`config.mk`:
```
export PLATFORM = sky130hd
export DESIGN_NAME = instr_fetch_unit_flat
export DESIGN_NICKNAME = d
export VERILOG_FILES = /design/src/rtl/instr_fetch_unit_if.sv /design/src/rtl/instr_fetch_unit.sv /design/src/flat_wrapper.sv
export SDC_FILE = /design/constraint.sdc
export NUM_CORES = 1
export LEC_CHECK = 0
export CAP_MARGIN = 10
export CORE_UTILIZATION = 40
export CTS_CLUSTER_DIAMETER = 120
export DETAILED_ROUTE_END_ITERATION = 7
export GPL_ROUTABILITY_DRIVEN = 0
export GPL_TIMING_DRIVEN = 0
export PLACE_DENSITY_LB_ADDON = 0.12
export SYNTH_ARGS = -nofsm -noshare
export SYNTH_HDL_FRONTEND = slang
export SYNTH_SLANG_ARGS = --single-unit
```
`constraint.sdc`:
```
create_clock -name CLK -period 4.7 [get_ports CLK]
set_input_delay 1.175 -clock CLK [delete_from_list [all_inputs] [get_ports CLK]]
set_output_delay 1.175 -clock CLK [all_outputs]
set_load 0.01 [all_outputs]
```
`src/rtl/instr_fetch_unit_if.sv`:
```
// Signal bundle between the fetch stage, BRAM port 1 and decode.
// Handshake: decode takes the head instruction in any cycle where IF_VALID and ID_READY are both 1.
interface instr_fetch_unit_if;
    logic        REDIRECT;
    logic [31:0] REDIRECT_PC;
    logic        ID_READY;
    logic [31:0] MEM_ADDR1;
    logic        MEM_READ1;
    logic [31:0] MEM_DOUT1;
    logic        IF_VALID;
    logic [31:0] IF_INSTR;
    logic [31:0] IF_PC;
    logic        IF_ERR;
    logic [1:0]  DBG_STATE;

    modport master (
        input  REDIRECT, REDIRECT_PC, ID_READY, MEM_DOUT1,
        output MEM_ADDR1, MEM_READ1, IF_VALID, IF_INSTR, IF_PC, IF_ERR, DBG_STATE
    );

    modport slave (
        output REDIRECT, REDIRECT_PC, ID_READY, MEM_DOUT1,
        input  MEM_ADDR1, MEM_READ1, IF_VALID, IF_INSTR, IF_PC, IF_ERR, DBG_STATE
    );
endinterface

```
`src/rtl/instr_fetch_unit.sv`:
```
// Instruction fetch stage: issues reads to BRAM port 1, tracks the one read in flight
// and queues returned words in a 2-entry buffer for decode; redirects flush everything.
module instr_fetch_unit #(
    parameter logic [31:0] RESET_VEC = 32'h0000_0000
) (
    input  logic         CLK,
    input  logic         RST_N,
    instr_fetch_unit_if.master bus
);

    typedef enum logic [1:0] {
        ST_BOOT = 2'd0,
        ST_RUN  = 2'd1,
        ST_HALT = 2'd2
    } state_e;

    state_e      state_q, state_d;
    logic [31:0] fpc_q, fpc_d;
    logic        inflight_v_q, inflight_v_d;
    logic [31:0] inflight_pc_q, inflight_pc_d;
    logic [31:0] buf_pc_q [2];
    logic [31:0] buf_pc_d [2];
    logic [31:0] buf_instr_q [2];
    logic [31:0] buf_instr_d [2];
    logic [1:0]  count_q, count_d;
    logic        err_q, err_d;

    logic        redirect_eff;
    logic        misaligned;
    logic        if_valid;
    logic        pop;
    logic        push;
    logic        issue;
    logic [2:0]  credit;

    always_comb begin
        redirect_eff = bus.REDIRECT & (state_q != ST_BOOT);
        misaligned   = (bus.REDIRECT_PC[1:0] != 2'b00);
        if_valid     = (count_q != 2'd0) & (state_q != ST_HALT);
        pop          = if_valid & bus.ID_READY;
        push         = inflight_v_q & ~redirect_eff;
        // Slots that will still be occupied after this edge's pop; one free slot allows a new read.
        credit       = {1'b0, count_q} + {2'b00, inflight_v_q} - {2'b00, pop};
        issue        = (state_q == ST_RUN) & ~bus.REDIRECT & (credit <= 3'd1);
    end

    always_comb begin
        state_d = state_q;
        err_d   = err_q;
        case (state_q)
            ST_BOOT: state_d = ST_RUN;
            ST_RUN:  if (redirect_eff && misaligned) state_d = ST_HALT;
            ST_HALT: if (redirect_eff && !misaligned) state_d = ST_RUN;
            default: state_d = ST_BOOT;
        endcase
        if (redirect_eff) err_d = misaligned;
    end

    always_comb begin
        fpc_d         = fpc_q;
        inflight_v_d  = issue;
        inflight_pc_d = inflight_pc_q;
        if (redirect_eff) begin
            fpc_d = bus.REDIRECT_PC;
        end else if (issue) begin
            fpc_d         = fpc_q + 32'd4;
            inflight_pc_d = fpc_q;
        end
    end

    always_comb begin
        count_d        = count_q;
        buf_pc_d[0]    = buf_pc_q[0];
        buf_pc_d[1]    = buf_pc_q[1];
        buf_instr_d[0] = buf_instr_q[0];
        buf_instr_d[1] = buf_instr_q[1];
        if (redirect_eff) begin
            count_d = 2'd0;
        end else begin
            case ({push, pop})
                2'b10: begin
                    if (count_q == 2'd0) begin
                        buf_pc_d[0]    = inflight_pc_q;
                        buf_instr_d[0] = bus.MEM_DOUT1;
                    end else begin
                        buf_pc_d[1]    = inflight_pc_q;
                        buf_instr_d[1] = bus.MEM_DOUT1;
                    end
                    count_d = count_q + 2'd1;
                end
                2'b01: begin
                    buf_pc_d[0]    = buf_pc_q[1];
                    buf_instr_d[0] = buf_instr_q[1];
                    count_d        = count_q - 2'd1;
                end
                2'b11: begin
                    // Head leaves; the arriving word lands behind whatever remains.
                    if (count_q == 2'd2) begin
                        buf_pc_d[0]    = buf_pc_q[1];
                        buf_instr_d[0] = buf_instr_q[1];
                        buf_pc_d[1]    = inflight_pc_q;
                        buf_instr_d[1] = bus.MEM_DOUT1;
                    end else begin
                        buf_pc_d[0]    = inflight_pc_q;
                        buf_instr_d[0] = bus.MEM_DOUT1;
                    end
                end
                default: ;
            endcase
        end
    end

    always_ff @(posedge CLK or negedge RST_N) begin
        if (!RST_N) begin
            state_q       <= ST_BOOT;
            fpc_q         <= RESET_VEC;
            inflight_v_q  <= 1'b0;
            inflight_pc_q <= 32'd0;
            count_q       <= 2'd0;
            err_q         <= 1'b0;
            for (int i = 0; i < 2; i++) begin
                buf_pc_q[i]    <= 32'd0;
                buf_instr_q[i] <= 32'd0;
            end
        end else begin
            state_q       <= state_d;
            fpc_q         <= fpc_d;
            inflight_v_q  <= inflight_v_d;
            inflight_pc_q <= inflight_pc_d;
            count_q       <= count_d;
            err_q         <= err_d;
            for (int i = 0; i < 2; i++) begin
                buf_pc_q[i]    <= buf_pc_d[i];
                buf_instr_q[i] <= buf_instr_d[i];
            end
        end
    end

    assign bus.MEM_ADDR1 = fpc_q;
    assign bus.MEM_READ1 = issue;
    assign bus.IF_VALID  = if_valid;
    assign bus.IF_INSTR  = buf_instr_q[0];
    assign bus.IF_PC     = buf_pc_q[0];
    assign bus.IF_ERR    = err_q;
    assign bus.DBG_STATE = state_q;

endmodule

```
`src/flat_wrapper.sv`:
```
// flat-port wrapper written by rule: the top's interface ports become plain ports
module instr_fetch_unit_flat 
#(
    parameter logic [31:0] RESET_VEC = 32'h0000_0000
)
  (CLK, RST_N, bus_REDIRECT, bus_REDIRECT_PC, bus_ID_READY, bus_MEM_DOUT1, bus_MEM_ADDR1, bus_MEM_READ1, bus_IF_VALID, bus_IF_INSTR, bus_IF_PC, bus_IF_ERR, bus_DBG_STATE);
  instr_fetch_unit_if bus_i ();
  input  logic CLK;
  input  logic RST_N;
  input wire logic [$bits(bus_i.REDIRECT)-1:0] bus_REDIRECT;
  input wire logic [$bits(bus_i.REDIRECT_PC)-1:0] bus_REDIRECT_PC;
  input wire logic [$bits(bus_i.ID_READY)-1:0] bus_ID_READY;
  input wire logic [$bits(bus_i.MEM_DOUT1)-1:0] bus_MEM_DOUT1;
  output wire logic [$bits(bus_i.MEM_ADDR1)-1:0] bus_MEM_ADDR1;
  output wire logic [$bits(bus_i.MEM_READ1)-1:0] bus_MEM_READ1;
  output wire logic [$bits(bus_i.IF_VALID)-1:0] bus_IF_VALID;
  output wire logic [$bits(bus_i.IF_INSTR)-1:0] bus_IF_INSTR;
  output wire logic [$bits(bus_i.IF_PC)-1:0] bus_IF_PC;
  output wire logic [$bits(bus_i.IF_ERR)-1:0] bus_IF_ERR;
  output wire logic [$bits(bus_i.DBG_STATE)-1:0] bus_DBG_STATE;
  assign bus_i.REDIRECT = bus_REDIRECT;
  assign bus_i.REDIRECT_PC = bus_REDIRECT_PC;
  assign bus_i.ID_READY = bus_ID_READY;
  assign bus_i.MEM_DOUT1 = bus_MEM_DOUT1;
  assign bus_MEM_ADDR1 = bus_i.MEM_ADDR1;
  assign bus_MEM_READ1 = bus_i.MEM_READ1;
  assign bus_IF_VALID = bus_i.IF_VALID;
  assign bus_IF_INSTR = bus_i.IF_INSTR;
  assign bus_IF_PC = bus_i.IF_PC;
  assign bus_IF_ERR = bus_i.IF_ERR;
  assign bus_DBG_STATE = bus_i.DBG_STATE;
  instr_fetch_unit #(.RESET_VEC(RESET_VEC)) u_core (.CLK(CLK), .RST_N(RST_N), .bus(bus_i));
endmodule
```
Word level (Yosys, flattened, before mapping)
Index checks and enable logic that the tools add are counted.

Add/sub/neg operators: 5. Multiply operators: 0. Divide/modulo/power cells: 0. $lt $le $gt $ge: 1. Equal/unequal tests: 12. Shifts and indexed selects: 0. Muxes and demuxes: 19. Bitwise gates (word level): 8. Reduce and logical (&&, ||, !) cells: 16.

Operator list (number): 32-bit two-way mux (10); 32-bit case mux with 3 select lines (2); 32-bit case mux with 2 select lines (2); 32-bit by 3-bit adder with 32-bit output (second input constant) (1); 2-bit nonzero test (5); 2-bit == test (second input constant) (4); 1-bit AND (6); 2-bit two-way mux (3); 2-bit by 1-bit != test with 1-bit output (second input constant) (3); 2-bit != test (second input constant) (3); 2-bit case mux with 3 select lines (1); 3-bit nonzero test (2); 2-bit by 1-bit == test with 1-bit output (second input constant) (2); 2-bit logical NOT (2); 2-bit case mux with 2 select lines (1); 2-bit AND reduction (2); 4-bit AND reduction (1); 2-bit by 1-bit adder with 3-bit output (1); 3-bit by 1-bit <= comparator with 1-bit output (second input constant) (1); 3-bit AND reduction (1); 3-bit by 1-bit subtractor with 3-bit output (1); 2-bit by 1-bit adder with 2-bit output (second input constant) (1); 1-bit logical AND (2); 1-bit NOT (2); other kinds (2) (2).

Register bits after elaboration: 198. Bits in latches: 0. RAM bits: 0. Bits in read-only memories: 0. Output and inout port bits: 101. Memories: 0.

Longest topological paths before layout
Gate-level depths: netlist of run 1.

Depth after elaboration: 8. Gate-level depth with buffers: 16. Gate-level depth less buffers: 11.

Worst setup path before layout of run 1
No wires, ideal clock.

Path kind: input to output. From: input bus_ID_READY. To: output bus_MEM_READ1. Arrival: 3.515 ns. Required time: 3.525 ns. Path slack: 0.010 ns. Cell stages on the path: 12. Path through: nand3_1 clkbuf_1 clkbuf_1 xnor2_1 ha_1 inv_1 fa_1 and4bb_2 nand2_1 inv_1 buf_2 buf_1.

Word-level cells in the longest chain between the ends: 4.

Ends and longest elaborated chain: start, declared (RTL line flat_wrapper.sv:12) `input wire logic [$bits(bus_i.ID_READY)-1:0] bus_ID_READY;`; 1-bit AND (RTL line instr_fetch_unit.sv:40) `pop = if_valid & bus.ID_READY;`; 3-bit by 1-bit subtractor with 3-bit output (RTL line instr_fetch_unit.sv:43) `credit = {1'b0, count_q} + {2'b00, inflight_v_q} - {2'b00, pop};`; 3-bit by 1-bit <= comparator with 1-bit output (RTL line instr_fetch_unit.sv:44) `issue = (state_q == ST_RUN) & ~bus.REDIRECT & (credit <= 3'd1);`; 1-bit AND (RTL line instr_fetch_unit.sv:44); end, declared (RTL line flat_wrapper.sv:15) `output wire logic [$bits(bus_i.MEM_READ1)-1:0] bus_MEM_READ1;`.

Every way passes these cells.

Worst setup path in the final report of run 1
Same ends and word-level chain as after synthesis.

==> flow_metrics.env, run 1 <==
export IMPL_pre_cts_ws_ps=-2140
export IMPL_synth_warnings=0
export IMPL_synth_top_area_share_pct=51.4
export IMPL_maxCapViolCount=0
export IMPL_wl_per_cell_um=19.7
export IMPL_switchingPower_uw=3390
export IMPL_setup_viol=0
export IMPL_detail_route_wirelength_mm=28.3
export IMPL_p_seq_share_pct=36.1
export IMPL_end_kind="primary output"
export IMPL_cts_root_buf="clkbuf_16"
export IMPL_switching_share_pct=38.1
export IMPL_status="finished clean"
export IMPL_ys_seq_area_share_pct=51.4
export IMPL_first_pass_iters=4
export IMPL_rows=56
export IMPL_port_buffers=167
export IMPL_fin_ws_ps=123
export IMPL_ys_seq_elements=198
export IMPL_totalNegativeSetupSlack_ps=0
export IMPL_grt_pass1_wl_mm=44.2
export IMPL_drive_above_1_share_pct=17.8
export IMPL_holdWs_ps=490
export IMPL_drtIter0Drc=543
export IMPL_synth_area_top_cells="dfrtp_1, mux2_2, a2bb2oi_1"
export IMPL_syn_area_sq_mm=0.00964
export IMPL_finalCoreUtilization_pct=52.7
export IMPL_antenna_found_initial=1
export IMPL_worstHoldPathType="flop to flop"
export IMPL_clk_latency_ps=440
export IMPL_ios=169
export IMPL_synth_distinct_cells=50
export IMPL_dieArea_sq_mm=0.0247
export IMPL_postSynth_asyncResetShare_pct=100
export IMPL_period_share_pct=97.4
export IMPL_cts_tree="yes"
export IMPL_path_max_fanout=20
export IMPL_power_density_mw_per_mm2=718
export IMPL_cp_required_ps=3520
export IMPL_vias=7983
export IMPL_synth_edf_count=0
export IMPL_grt_max_degree=76
export IMPL_syn_avg_cell_area_sq_um=10.6
export IMPL_h_tree_depth=4
export IMPL_core_area_sq_mm=0.0235
export IMPL_postSynthCellCount=913
export IMPL_power_leakage_uw=0.00515
export IMPL_drc_errors=0
export IMPL_drv_slew=0
export IMPL_final_hold_violation_count=0
export IMPL_grt_pass1_vias=7706
export IMPL_p_int_uw=5510
export IMPL_start_kind="input pin"
export IMPL_path_class="input pin to primary output"
export IMPL_nNetsFinal=1173
export IMPL_skew_ps=12.7
export IMPL_cts_clk_slew_worst_paths_ps=70
export IMPL_relSlewSlack_pct=32.0
export IMPL_gr_total_overflow=0
export IMPL_syn_num_nets=984
export IMPL_grt_use_total_pct=23.5
export IMPL_cp_arrival_ps=3400
export IMPL_power_clock_fraction_pct=16.2
export IMPL_dieWidth_um=157
export IMPL_totalPowerFinal_uw=8900
export IMPL_pwr_share_comb_pct=47.7
export IMPL_clock_path_buffers=2
export IMPL_synth_ff_type="dfrtp_1"
export IMPL_initial_core_util_pct=40.9
export IMPL_cts_sink_count=198
export IMPL_cts_made_buffers=17
export IMPL_ant_nets=0
export IMPL_vdd_drop_max_mv=0.275
export IMPL_area_growth_pct=28.7
export IMPL_max_clock_freq_ghz=0.218
export IMPL_vias_per_cell=5.56
export IMPL_synth_top_area_cell="dfrtp_1"
export IMPL_fp_dieH_um=157
export IMPL_place_hpwl_mm=19.5
export IMPL_period_needed_ps=4580
export IMPL_rsz0062_at_grt="false"
export IMPL_tightest_slew_ps=1020
-- routing by layer --
metal	wire (um)	vias up	GRT usage, %
met5	0	-	0
met4	490	0	7.49
met3	1630	29	3.44
met2	12800	257	36.3
met1	13400	3983	33.9
li1	-	3714	-
-- registers in the layout, summed over array words and instances, names as in the netlist --
| name | count |
|---|---|
| u_core.buf_instr_q | 32 |
| u_core.buf_pc_q | 32 |
| u_core.bus.DBG_STATE | 2 |
| u_core.bus.IF_ERR | 1 |
| u_core.bus.IF_INSTR | 32 |
| u_core.bus.IF_PC | 32 |
| u_core.bus.MEM_ADDR1 | 32 |
| u_core.count_q | 2 |
| u_core.inflight_pc_q | 32 |
| u_core.inflight_v_q | 1 |
-- layout make-up --
cell class	instances	area, sq um
Buffer	141	810
Sequential cell	198	4950
Clock inverter	14	133
Tap cell	319	399
Antenna cell	2	5.00
Multi-Input combinational cell	564	3870
Clock buffer	18	439
Inverter	7	26.3
Fill cell	2164	11100
Timing Repair Buffer	173	1760
-- cells in the mapped netlist (all sizes together), types with 4 or more instances --
cell and instances:
and3 8, xnor2 4, nand4 10, a21oi 8, and4 4, a311oi 64
nor3 8, clkbuf 52, inv 7, o21ai 81, buf 92, mux2i 4
nand2 123, mux2 64, a31oi 13, a2bb2oi 65, o211ai 7, nor2 27
nand3 11, dfrtp 198, or4 11, o31ai 8, or3 5
-- per-stage QoR --
| step | area [sq um] | std cells |
|---|---|---|
| after global routing | 12400 | 1435 |
| final | 12400 | 1436 |
| after global placement | 11700 | 1399 |
| after detailed placement | 11800 | 1401 |
| after CTS | 12400 | 1434 |
| after floorplan | 9640 | 913 |
-- final timing paths --
path	startpoint	slack [ps]	cells past startpoint	to
max in group asynchronous	RST_N	2980	3	u_core.count_q[1]$_DFFE_PN0P_
min in group asynchronous	RST_N	640	1	u_core.bus.IF_PC[8]$_DFFE_PN0P_
min	u_core.bus.IF_ERR$_DFFE_PN0P_	490	2	u_core.bus.IF_ERR$_DFFE_PN0P_
max	bus_ID_READY	120	11	bus_MEM_READ1
min reg2reg	u_core.bus.IF_ERR$_DFFE_PN0P_	490	2	u_core.bus.IF_ERR$_DFFE_PN0P_
max reg2reg	u_core.count_q[1]$_DFFE_PN0P_	1220	13	u_core.bus.MEM_ADDR1[23]$_DFFE_PN0P_
-- cell families (layout without fill, tap and decap cells) --
kind of cell / Yosys count / in the layout / synth area share [%]
compound gates: 264 / 264 / 20.0
simple gates: 222 / 222 / 10.8
flops: 198 / 198 / 51.4
buf+inv: 151 / 353 / 8.64
mux: 68 / 68 / 7.90
xor+xnor: 7 / 7 / 0.779
fa+ha+maj: 3 / 3 / 0.467
other cells: 0 / 2 / 0
-- power groups by stage --
stage / clock [uW] / combinational [uW] / sequential (uW)
CTS: 1470 / 4260 / 3200
global placement: 0 / 4140 / 3220
floorplan: 0 / 2550 / 3060
global route: 1540 / 4600 / 3320
detailed placement: 0 / 4200 / 3230
finish: 1440 / 4240 / 3220
-- placed cells by master (no fill, tap or decap), types with 3 or more instances in the layout --
cell type,count
clkbuf_16,17
inv_8,4
a31oi_1,13
buf_1,7
o21ai_0,80
clkbuf_1,50
a311oi_1,64
o211ai_1,7
o31ai_1,8
nand2_1,122
a2bb2oi_1,65
clkinvlp_4,3
inv_1,6
buf_4,68
clkdlybuf4s50_1,164
buf_2,19
nor3_1,7
a221o_1,3
nand2b_1,3
a22oi_1,3
mux2_2,64
and4_1,4
mux2i_1,4
dfrtp_1,198
nand3_1,10
or3_1,5
nor2_1,27
inv_6,4
a21oi_1,7
and3_1,8
xnor2_1,3
nand4_1,10
or4_1,11
-- critical path, stage by stage --
cell and delay [ps]:
clkdlybuf4s15_2 230, nand3_4 170, xnor2_1 190, ha_1 160
inv_1 50, fa_1 500, and4bb_2 280, nand2_2 110
inv_2 100, buf_12 150, dlygate4sd2_1 270
-- repair_timing --
item                                    in CTS  in global routing
endpoints found under the setup margin      39                  1
pin swaps                                    2                  0
buffers inserted                             3                  1
gates resized for setup                     14                  1
hold buffers                                 0                  0
(Power assumes the default switching activity.)
==> run 2: changes to the inputs <==
Settings changed: SKIP_LAST_GASP set to 1.
==> results of run 2 <==
No change in the layout: final DEF, timing and power equal those of run 1.
